--- config.mk ---
export PLATFORM = sky130hd
export DESIGN_NAME = rr_encoder_32x5
export DESIGN_NICKNAME = d
export VERILOG_FILES = /design/src/rtl/rr_encoder_32x5.sv
export SDC_FILE = /design/constraint.sdc
export NUM_CORES = 1
export LEC_CHECK = 0
export ABC_AREA = 1
export CAP_MARGIN = 20
export CORE_AREA = 2 2 94 96
export CTS_CLUSTER_SIZE = 14
export DETAILED_ROUTE_END_ITERATION = 6
export DIE_AREA = 0 0 96 98
export HOLD_SLACK_MARGIN = 0.05
export PLACE_DENSITY = 0.8
export SYNTH_ARGS = -nofsm -noshare
export SYNTH_HDL_FRONTEND = slang
export SYNTH_SLANG_ARGS = --single-unit
--- constraint.sdc ---
create_clock -name CLK -period 7.1 [get_ports CLK]
set_input_delay 1.065 -clock CLK [delete_from_list [all_inputs] [get_ports CLK]]
set_output_delay 1.065 -clock CLK [all_outputs]
set_load 0.03 [all_outputs]
--- src/rtl/rr_encoder_32x5.sv ---
// rr_encoder_32x5: round-robin 32-to-5 encoder with a pending set and a valid/ready output
module rr_encoder_32x5 (
  input  logic        CLK,
  input  logic        RESET,
  input  logic [31:0] REQ,
  input  logic        OUT_READY,
  output logic        OUT_VALID,
  output logic [4:0]  IDX,
  output logic [31:0] PEND,
  output logic [4:0]  PTR
);
  typedef enum logic {EMPTY, FULL} state_t;
  state_t state, state_nx;
  logic [31:0] cand, rot;
  logic [63:0] dbl;
  logic [4:0]  off, w;
  logic        load, any;
  assign cand = PEND | REQ;
  assign any  = |cand;
  assign load = (state == EMPTY) || OUT_READY;
  assign OUT_VALID = (state == FULL);
  // Rotate so PTR lands on bit 0; the lowest set bit is then the winner's offset from PTR.
  assign dbl = {cand, cand} >> PTR;
  assign rot = dbl[31:0];
  assign w = PTR + off;
  always_comb begin
    off = '0;
    for (int i = 31; i >= 0; i--)
      if (rot[i]) off = i[4:0];
  end
  always_comb begin
    state_nx = state;
    if (load) state_nx = any ? FULL : EMPTY;
  end
  always_ff @(posedge CLK or negedge RESET) begin
    if (!RESET) begin
      state <= EMPTY;
      IDX   <= '0;
      PEND  <= '0;
      PTR   <= '0;
    end else begin
      state <= state_nx;
      if (load && any) begin
        IDX  <= w;
        PEND <= cand & ~(32'd1 << w);
        PTR  <= w + 5'd1;
      end else if (!load) begin
        PEND <= cand;
      end
    end
  end
endmodule

Yosys cells after proc, flatten, opt, wreduce, memory -nomap -nowiden
Index checks and enable logic that the tools add are counted.
- register bits after elaboration: 43
- output and inout port bits: 43
- add/sub/neg operators: 2
- equality and inequality tests: 1
- shift operators: 2
- multiplexer cells: 35
- bitwise gates (word level): 4
- reduce and logical (&&, ||, !) cells: 3
- operators by type and width (cell ; count):
    two-way mux 5 bit ; 32
    two-way mux 32 bit ; 2
    right shift 64 x 5 -> 32 bit ; 1
    bitwise AND 32 bit ; 1
    inverter 32 bit ; 1
    OR 32 bit ; 1
    OR reduction 32 bit ; 1
    << shifter 1 x 5 -> 32 bit (first input constant) ; 1
    adder 5 x 1 -> 5 bit (second input constant) ; 1
    adder 5 bit ; 1
    != test 2 x 1 -> 1 bit (second input constant) ; 1
    logical AND 1 bit ; 1
    logical OR 1 bit ; 1
    two-way mux 1 bit ; 1
    inverter 1 bit ; 1

Longest topological paths before layout
Gate-level depths: netlist of run 1.
- depth after elaboration: 39
- mapped depth: 51

Worst setup path before layout of run 1
OpenSTA, ideal clock, no wires.
- path type: input to register
- from: input port REQ[4]
- to: register PEND[30]
- library setup time: 124 ps
- arrival: 4825 ps
- slack: 2151 ps
- stages: 47
- path buffers: 0
- cells stage by stage: nor2_1 > nand2_1 > nand3_1 > nand3_1 > nand3_1 > nand2_1 > nand2_1 > nand2_1 > nand2_1 > nand2_1 > nand2_1 > nand2_1 > nand2_1 > nand2_1 > nand2_1 > nand2_1 > nand2_1 > nand2_1 > (+11 left out) > nand2_1 > nand2_1 > nand2_1 > nand2_1 > nand2_1 > nand2_1 > nand2_1 > nand2_1 > a21oi_2 > ha_1 > fa_1 > or2_2 > nand2_1 > inv_1 > nor2_1 > inv_1 > o32ai_1 > inv_1
- longest elaborated chain between the ends: 39
- elaborated cells between the ends (all ways): 42
- RTL lines (what ; RTL line ; text):
    from (decl) ; 5 ; input logic [31:0] REQ,
    OR 32 bit (*) ; 18 ; assign cand = PEND | REQ;
    right shift 64 x 5 -> 32 bit ; 23 ; assign dbl = {cand, cand} >> PTR;
    two-way mux 5 bit (32 in a row) ; 29 ; if (rot[i]) off = i[4:0];
    adder 5 bit ; 25 ; assign w = PTR + off;
    << shifter 1 x 5 -> 32 bit ; 45 ; PEND <= cand & ~(32'd1 << w);
    inverter 32 bit ; 45 ;
    bitwise AND 32 bit ; 45 ;
    two-way mux 32 bit ; 43 ; if (load && any) begin
    to (signal assigned) ; 45 ;
    to (signal assigned) ; 48 ; PEND <= cand;
    to (decl) ; 9 ; output logic [31:0] PEND,
Every way passes the cells marked *; elsewhere a longest branch is shown, timed or not.
A chain may end at the register's enable or synchronous reset.

Final worst setup path of run 1
- from: input port REQ[14]
- to: register PEND[29]
Same word-level chain as after synthesis.

==> results.md, run 1 <==
* Run status: complete, no violations
* Count of antenna diodes in the layout at 0
* Remaining design rule violation count at 0
* Path category of the worst min-delay check: register to register
* Net switching component of the power at 1.80 mW
* Worst supply voltage drop on vdd at 319 µV
* Area added between synthesis and finish at 20.0%
* Std cell rows at 34
* TritonCTS clock tree: yes
* Number of antenna violations at the first check in global routing at 0
* Design Area, Final at around 5400 µm²
* Layout cells sized above 1 at 7.29%
* Largest net degree at the start of global routing at 44
* H-tree levels at 2
* Fillcell total at 822
* DR vias/cell at a little under 6
* Number of setup violations in the final report at 0
* Buffers inserted by post-CTS timing repair at 0
* Clock sink count at 43
* Slew at the pin closest to its max-slew limit at 1.06 ns
* Critical path launch point type: input pin
* Average cell area after synthesis at approximately 6.0 µm²
* Die Span X at 96 µm
* Combinational share of power at 79.4%
* Worst Hold Margin at 0.490 ns
* CP Max Fanout at 23
* Final count of hold timing violations at 0
* Combined area of all synthesized cells at 4460 µm²
* RSZ-0062 raised after global routing: false
* Proportion of synthesized flip-flops having asynchronous set or reset at between 90% and 100%
* Leakage power at between 2 and 2.5 nW
* Maximum root-to-sink buffer count at 2
* Number of design-rule violations left by the first detailed-router iteration at around 510
* Launch instance of the worst register-to-register path: PTR[0]$_DFFE_PN0P_
* Most Frequent Cell on Critical Path: nand2_1
* Power density of the placed cells at ~560 nW/µm²
* Setup TNS after final layout at 0 ns
* Highest-count cells in the layout ignoring fill and taps: nand2_1 (211), nand3_1 (149), inv_1 (78)
* Hold Path Origin: IDX[0]$_DFFE_PN0P_
* Launch point of the worst path: REQ[14]
* Global router's overall resource usage at 34.5%
* Internal power at approximately 1.2 mW
* Post-Route Skew at 0.00441 ns
* Number of enable-type register cells in the synthesized netlist at 0
* Most common library cell in the layout ignoring fill and taps: nand2_1
* Clock tree root driver cell: clkbuf_8
* Crit Path Category: input pin to register
* Half-perimeter wire length after placement at 11900 µm
* Clock Pin Slew Worst Setup and Hold Paths at 0.08 ns
* Worst path top cell family by delay: simple AND/OR/NAND/NOR gates
* Crit path required time at 7.28 ns
* Number of buffers created by CTS at 5
* Number of flip-flops and latches in the synthesized netlist at 43
* Dpl cell area at 5250 µm²
* GP Congestion at 0.998
* Number of pins with negative max-slew slack in the final report at 0
* Portion of the post-synthesis area used by sequential elements at 24.1%
* Clock network fraction of total power at roughly 5.7%
* Worst relative slew slack at roughly 29%
* Remaining Overflow, GRT at 0
* Minimum clock period at 6.29 ns
* Y dimension of the die at 98 µm
* Placeable core area at about 8500 µm²
* Total via count in the routed design at about 5300
* First-pass DRT Iterations at 5
* Sequential cell fraction of total power at around 15%
* Cell variety after synth at 41
* Total wirelength of the detailed-routed design at 15500 µm
* Share of the clock period used by the worst path after layout at 88.7%
* Post-layout total power at roughly 3.0 mW
* Kind of capture point of the worst setup path: register
* Clock insertion delay at the later pin of the skew report at 0.30 ns
* Arrival time worst endpoint at between 6 and 7 ns
* Maximum clock rate at 159 MHz
* Max-Cap Viols at 0
* Final core occ at 63.2%
* Synth warnings at 0
* I/O pins at 78
* Cell type of the slowest stage on the worst timing path: or2_1
* Total Die Area at 9410 µm²
* Antenna viol nets, final at 0
* Nets at 853
* Pre-CTS WS at 0.609 ns
* Count of instances resized after the clock tree is built at 0
* Total instance count after detailed placement at 909
* Setup WS post-layout at 0.806 ns
* Count of mapped cells out of synthesis at 744
* Net Sw Frac at about three fifths
* Synthesized Nets at around 790
* Starting Density at a little over half
* Worst Path Buf+Inv at 4
* Hold buffer count at cts at 0
* Primary FF master, synth: dfrtp_1
* I/O Buffers at 77
* DR WL/cell at 16.9 µm
* Vias in the first global route at a little over 5000
* Slowest cell delay on critical path at 0.44 ns
* Final non-filler cell total at 917
* Global-route wire length before repair at 25500 µm
## power by group through the flow
stage	sequential (mW)	combinational, mW	clock (mW)
4_1_cts	0.445	2.36	0.174
5_1_grt	0.460	2.68	0.182
3_5_place_dp	0.447	2.34	0
2_1_floorplan	0.562	1.62	0
3_3_place_gp	0.446	2.32	0
6_report	0.449	2.40	0.173
## layer usage
layer,GRT usage (%),vias up,part of all wire (%),wire length [µm]
li1,-,2563,-,-
met1,46.1,2432,42,6480
met2,53.8,287,45,6980
met3,6.17,62,8.4,1300
met4,15.8,0,4.6,712
met5,0,-,0,0
## cell usage after synthesis (3+ instances only)
cell type	count	area (µm²)
nand2_1	211	792
nand3_1	149	746
inv_1	78	293
nor2_1	67	251
o21ai_0	46	230
dfrtp_1	43	1080
buf_2	17	85.1
nand2_2	17	106
a21oi_1	15	75.1
a31oi_1	11	68.8
a31o_1	10	87.6
ha_1	9	113
nand4_1	8	50.1
clkbuf_1	7	26.3
o21ai_1	7	35.0
buf_6	6	67.6
buf_4	5	37.5
buf_1	3	11.3
nand3_2	3	30.0
o21bai_1	3	22.5
xor2_1	3	26.3
## area by class of cell
cell class / count / area (µm²) / area share, %
Clock buffer: 8 / 100 / 1.87
Timing Repair Buffer: 98 / 923 / 17.3
Tap cell: 108 / 135 / 2.53
Multi-Input combinational cell: 579 / 2800 / 52.4
Sequential cell: 43 / 1080 / 20.1
Inverter: 81 / 312 / 5.82
## tightest hold or removal path: stages, from the launching register on
cell and delay [ns]:
dfrtp_1 0.35, nand2_1 0.05, o21ai_0 0.06
## kinds of logic (layout without fill, tap and decap cells)
kind of cell	Yosys count	after routing	synth area share [%]
xor gates and xnor gates	4	4	0.786
buffers and inverters	122	187	13.0
adders and majority gates	10	10	2.97
DFF	43	43	24.1
AOI/OAI and AO/OA	106	106	14.3
and+or+nand+nor	459	459	44.9
## worst paths after layout
check	end	slack (ns)	cells after the start
setup / recovery	PEND[29]$_DFFE_PN0P_	0.81	48
hold / removal	IDX[0]$_DFFE_PN0P_	0.49	2
setup reg to reg	PEND[29]$_DFFE_PN0P_	1.04	47
hold reg to reg	IDX[0]$_DFFE_PN0P_	0.49	2
max in group asynchronous	PEND[10]$_DFFE_PN0P_	5.60	1
min in group asynchronous	OUT_VALID$_DFFE_PN0N_	0.91	1
## state kept, by name, indices dropped and copies added, names as in the netlist
signal and flops:
PEND 32, IDX 5, PTR 5, OUT_VALID 1
No activity file was read; power rests on OpenSTA's default activity.
==> inputs of run 2 (changes only) <==
CELL_PAD_IN_SITES_DETAIL_PLACEMENT = 2   (was unset)
CELL_PAD_IN_SITES_GLOBAL_PLACEMENT = 2   (was unset)
CORE_AREA = 2 2 125 127   (was 2 2 94 96)
CTS_CLUSTER_SIZE = 24   (was 14)
DIE_AREA = 0 0 127 129   (was 0 0 96 98)
PLACE_DENSITY = unset   (was 0.8)
PLACE_DENSITY_LB_ADDON = 0.1   (was unset)
==> run 2 against run 1 <==
Compared with the run above:
- flip-flop and latch count unchanged
- maximum frequency rose by 0.63%
- final cell count rose by 8.9%
- non-clock buffer count up 2
- global-route usage shrank 8.6 points
- die area rose by 74%
- register-to-register slack improved by 0.26 ns
- largest cell class unchanged
==> results.md, run 2 (synthesis gave the netlist of run 1 again) <==
* Run status: complete, no violations
* Reg with most FFs: PEND
* Biggest registers after layout: PEND x32, IDX x5, PTR x5
* Remaining design rule violation count at 0
* Number of setup violations in the final report at 0
* DR vias/cell at 5.37
* Starting Density at between 20% and 30%
* RSZ-0062 raised after global routing: false
* Global router's overall resource usage at 25.9%
* Vias in the first global route at roughly 5900
* Hold buffer count at cts at 0
* Placeable core area at 15000 µm²
* Antenna viol nets, final at 0
* H-tree levels at 2
* CP Max Fanout at 7
* Minimum clock period at 6.25 ns
* Path category of the worst min-delay check: register to register
* Worst relative slew slack at 30.9%
* Busiest layer in global routing: met2
* Hold path cells at 2
* Most common library cell in the layout ignoring fill and taps: nand2_1
* I/O pins at 78
* Met1 usage at 34.9%
* Crit path required time at 7.30 ns
* Total wirelength of the detailed-routed design at 20500 µm
* Count of cells along the worst register-to-register path at 45
* Global-route wire length before repair at 33300 µm
* Share of the clock period used by the worst path after layout at between 80% and 90%
* Number of buffers created by CTS at 5
* Crit Path Category: input pin to register
* Max-Cap Viols at 0
* Y dimension of the die at 129 µm
* Most Frequent Cell on Critical Path: nand2_1
* Number of pins with negative max-slew slack in the final report at 0
* Number of design-rule violations left by the first detailed-router iteration at 300
* Count of instances resized after the clock tree is built at 0
* Combinational share of power at 79.7%
* Hold Path Origin: IDX[0]$_DFFE_PN0P_
* Global routing met3 resource utilization at 2.00%
* Power density of the placed cells at 591 nW/µm²
* Clock Pin Slew Worst Setup and Hold Paths at 0.07 ns
* Clock network fraction of total power at 7.5%
* Remaining Overflow, GRT at 0
* Nets at 855
* Half-perimeter wire length after placement at 16600 µm
* Total Die Area at 16400 µm²
* Sequential cell area at between 1000 and 1500 µm²
* TritonCTS clock tree: yes
* Slowest cell delay on critical path at 0.45 ns
* Clock tree root driver cell: clkbuf_16
* Slew at the pin closest to its max-slew limit at 1.04 ns
* Net switching component of the power at 1.98 mW
* Worst Hold Margin at 0.503 ns
* Area added between synthesis and finish at 23.7%
* Fillcell total at 1870
* Net Sw Frac at 60.6%
* Setup TNS after final layout at 0 ns
* Highest-count cells in the layout ignoring fill and taps: nand2_1 (211), nand3_1 (149), inv_1 (78)
* Maximum clock rate at 160 MHz
* First-pass DRT Iterations at 4
* Worst supply voltage drop on vdd at between 150 and 200 µV
* Std cell rows at 45
* I/O Buffers at between 70 and 80
* Launch instance of the worst register-to-register path: PTR[0]$_DFFE_PN0P_
* Total via count in the routed design at 5368
* Buffers inserted by post-CTS timing repair at 0
* Critical path launch point type: input pin
* Worst R2R End: PEND[2]$_DFFE_PN0P_
* Kind of capture point of the worst setup path: register
* Maximum root-to-sink buffer count at 2
* Final count of hold timing violations at 0
* Sequential cell fraction of total power at 12.8%
* Number of antenna violations at the first check in global routing at 0
* Clock sink count at 43
* Layout cells sized above 1 at roughly 7.6%
* Post-Route Skew at about 0.013 ns
* Count of antenna diodes in the layout at 0
* Arrival time worst endpoint at 6.45 ns
* Clock insertion delay at the later pin of the skew report at 0.30 ns
* Cell type of the slowest stage on the worst timing path: nor2_1
* Flip-flop count of the largest register after layout at 32
* Multi-input gate area in the final layout at 2800 µm²
* GP Congestion at roughly 0.85
* Die Span X at 127 µm
* Destination of the worst hold path: IDX[0]$_DFFE_PN0P_
* DR WL/cell at 20.5 µm
* Largest net degree at the start of global routing at between 40 and 50
* Met2 routing resource usage after global routing at 43.9%
* Leakage power at 2.45 nW
* R2R setup slack at 1.30 ns
* Internal power at 1.28 mW
==> run 2: metal layers <==
layer | part of all wire, % | wire, µm | vias to the layer above
met1 | 46 | 9520 | 2656
li1 | - | - | 2562
met3 | 3.0 | 615 | 32
met5 | 0 | 0 | -
met4 | 3.1 | 630 | 0
met2 | 48 | 9750 | 118
==> run 2: final cells by class <==
class                   instances  share of cell area, %
flip-flops and latches         43                   19.5
clock buffers                   5                   2.27
repair buffers                100                   17.0
multi-input cells             579                   50.9
inverters                      81                   5.65
clock inverters                 3                  0.431
well taps                     188                   4.27
==> run 2: metrics by stage <==
step,area [µm²],setup slack (ns),utilization [%],power [mW],instances
2_1_floorplan,4460,2.15,-,2.18,744
5_1_grt,5510,0.177,36.8,3.60,999
3_3_place_gp,5370,0.697,35.8,2.93,991
4_1_cts,5510,0.743,36.8,3.27,999
3_5_place_dp,5370,0.463,35.8,3.00,991
6_report,5510,0.845,36.8,3.26,999
==> run 2: worst max-delay path, delay by kind of cell <==
family                   cells  cell delay, ns
AO/OA/AOI/OAI                4            0.56
AND/OR/NAND/NOR             38            3.49
adder cells (fa/ha/maj)      1            0.21
XOR/XNOR                     1            0.29
buffers and inverters        4            0.81
==> run 2: worst max-delay path by stage <==
stage / slack [ns] / to / start
CTS: 0.74 / PEND[24]$_DFFE_PN0P_ / REQ[31]
floorplan: 2.15 / PEND[30]$_DFFE_PN0P_ / REQ[4]
global placement: 0.70 / PEND[24]$_DFFE_PN0P_ / REQ[19]
global route: 0.18 / PEND[25]$_DFFE_PN0P_ / REQ[31]
detailed placement: 0.46 / PEND[24]$_DFFE_PN0P_ / REQ[31]
finish: 0.85 / PEND[24]$_DFFE_PN0P_ / REQ[31]
==> run 2: power groups by stage <==
stage / Clock [mW] / Sequential, mW / Combinational [mW]
after detailed placement: 0 / 0.417 / 2.58
final: 0.244 / 0.417 / 2.60
after global routing: 0.254 / 0.430 / 2.91
after floorplan: 0 / 0.562 / 1.62
after global placement: 0 / 0.417 / 2.51
after CTS: 0.246 / 0.418 / 2.61
==> inputs of run 3 (changes only) <==
CAP_MARGIN = 0   (was 20)
CORE_AREA = 4 4 127 129   (was 2 2 125 127)
DIE_AREA = 0 0 131 133   (was 0 0 127 129)
==> run 3 against run 2 <==
Compared with the run above:
- global-route usage down 1.6 points
- setup slack worse by 0.080 ns
- register-to-register slack better by 0.10 ns
- combinational power about the same
- clock power up 15%
- first-iteration DRC count down 31%
- critical endpoint unchanged
- largest power group unchanged
==> results.md, run 3 (synthesis gave the netlist of run 1 again) <==
* R2R setup slack at 1.40 ns
* Crit path required time at 7.29 ns
* First-pass DRT Iterations at 4
* Slew at the pin closest to its max-slew limit at 1.01 ns
* Count of instances resized after the clock tree is built at 0
* TritonCTS clock tree: yes
* Maximum clock rate at 158 MHz
* Kind of capture point of the worst setup path: register
* Flip-flop count of the largest register after layout at 32
* Combinational share of power at 79.1%
* Placeable core area at 15000 µm²
* Clock Pin Slew Worst Setup and Hold Paths at 0.07 ns
* Count of cells along the worst register-to-register path at 49
* Number of pins with negative max-slew slack in the final report at 0
* Run status: complete, no violations
* Number of buffers created by CTS at 5
* End point of the critical path: PEND[24]$_DFFE_PN0P_
* Count of antenna diodes in the layout at 0
* CP Max Fanout at 7
* Number of setup violations in the final report at 0
* Number of design-rule violations left by the first detailed-router iteration at 207
* Power density of the placed cells at 595 nW/µm²
* Arrival time worst endpoint at 6.52 ns
* Fillcell total at about 1900
* Most common library cell in the layout ignoring fill and taps: nand2_1
* H-tree levels at 2
* Crit Path Category: input pin to register
* Post-layout total power at 3.31 mW
* Setup TNS after final layout at 0 ns
* Buffers inserted by post-CTS timing repair at 0
* Setup WS post-layout at around 0.77 ns
* Post-Route Skew at about 0.0066 ns
* Global-route wire length before repair at 33300 µm
* Reg with most FFs: PEND
* Net switching component of the power at 1.98 mW
* Maximum root-to-sink buffer count at 2
* Nets at 858
* DR vias/cell at 5.37
* Area added between synthesis and finish at 24.8%
* Antenna viol nets, final at 0
* Worst relative slew slack at between 30% and 40%
* RSZ-0062 raised after global routing: false
* Internal power at 1.33 mW
* Layout cells sized above 1 at 7.99%
* Net Sw Frac at 59.8%
* Clock insertion delay at the later pin of the skew report at roughly 0.29 ns
* Biggest registers after layout: PEND x32, IDX x5, PTR x5
* Number of antenna violations at the first check in global routing at 0
* Hold buffer count at cts at 0
* Final count of hold timing violations at 0
* Total wirelength of the detailed-routed design at slightly above 20000 µm
* Minimum clock period at approximately 6.3 ns
* I/O pins at 78
* I/O Buffers at 77
* Slowest cell delay on critical path at 0.43 ns
* Pre-CTS WS at 0.514 ns
* Clock sink count at between 40 and 50
* Largest net degree at the start of global routing at 44
* DR WL/cell at 20.7 µm
* Final core occ at between 30% and 40%
* Launch point of the worst path: REQ[3]
* Launch instance of the worst register-to-register path: PTR[0]$_DFFE_PN0P_
* Vias in the first global route at roughly 6000
* Remaining Overflow, GRT at 0
* Starting Density at 29.7%
* Remaining design rule violation count at 0
* Share of the clock period used by the worst path after layout at about nine tenths
* Total via count in the routed design at ~5400
* Highest-count cells in the layout ignoring fill and taps: nand2_1 (211), nand3_1 (149), inv_1 (78)
* Path category of the worst min-delay check: register to register
* Sequential cell fraction of total power at 12.4%
* Global router's overall resource usage at roughly a quarter
* Y dimension of the die at 133 µm
* Leakage power at 2.48 nW
* Most Frequent Cell on Critical Path: nand2_1
* Half-perimeter wire length after placement at 16800 µm
* Dpl cell area at between 5000 and 6000 µm²
* Cell type of the slowest stage on the worst timing path: nor2_1
* Worst R2R End: PEND[24]$_DFFE_PN0P_
* Total Die Area at 17400 µm²
* Die Span X at 131 µm
* GP Congestion at ~0.87
* Worst supply voltage drop on vdd at 229 µV
* Critical path launch point type: input pin
* Design Area, Final at between 5000 and 6000 µm²
* Max-Cap Viols at 0
* Clock tree root driver cell: clkbuf_16
* Std cell rows at 45
* Clock network fraction of total power at 8.5%
* Hold path cells at 2
run 3: final cells by class:
class | count | area (µm²) | share of cell area [%]
Inverter | 81 | 312 | 5.60
Tap cell | 188 | 235 | 4.23
Clock buffer | 6 | 139 | 2.50
Timing Repair Buffer | 103 | 961 | 17.3
Clock inverter | 2 | 38.8 | 0.697
Sequential cell | 43 | 1080 | 19.3
Multi-Input combinational cell | 579 | 2800 | 50.4
run 3: worst min-delay path by stage:
stage,startpoint,to,slack [ns]
final,IDX[1]$_DFFE_PN0P_,IDX[1]$_DFFE_PN0P_,0.50
after global placement,IDX[1]$_DFFE_PN0P_,IDX[1]$_DFFE_PN0P_,0.47
after detailed placement,IDX[1]$_DFFE_PN0P_,IDX[1]$_DFFE_PN0P_,0.48
after CTS,IDX[1]$_DFFE_PN0P_,IDX[1]$_DFFE_PN0P_,0.50
after global routing,IDX[1]$_DFFE_PN0P_,IDX[1]$_DFFE_PN0P_,0.51
after floorplan,IDX[3]$_DFFE_PN0P_,IDX[3]$_DFFE_PN0P_,0.66
run 3: power groups by stage:
stage / Clock (mW) / Combinational, mW / Sequential, mW
after floorplan: 0 / 1.62 / 0.562
after global placement: 0 / 2.52 / 0.412
after detailed placement: 0 / 2.60 / 0.411
after CTS: 0.289 / 2.63 / 0.412
after global routing: 0.296 / 2.91 / 0.423
final: 0.281 / 2.62 / 0.412
run 3: stage by stage:
step | cells | hold slack, ns
4_1_cts | 1002 | 0.501
3_5_place_dp | 994 | 0.483
3_3_place_gp | 994 | 0.475
6_report | 1002 | 0.495
5_1_grt | 1002 | 0.511
2_1_floorplan | 744 | 0.660
run 3: worst max-delay path: cells and delay by family:
| kind | cells | cell delay (ns) |
|---|---|---|
| and+or+nand+nor | 38 | 3.50 |
| xor gates and xnor gates | 1 | 0.31 |
| buffers and inverters | 4 | 0.80 |
| AOI/OAI and AO/OA | 4 | 0.58 |
| adders and majority gates | 1 | 0.21 |
run 3: per-layer routing:
metal  part of all wire (%)  vias to the layer above  GRT usage [%]
li1                       -                     2570              -
met1                     45                     2676           32.5
met2                     50                      109           41.8
met3                    2.8                       25           2.18
met4                    2.1                        0           6.17
met5                      0                        -              0
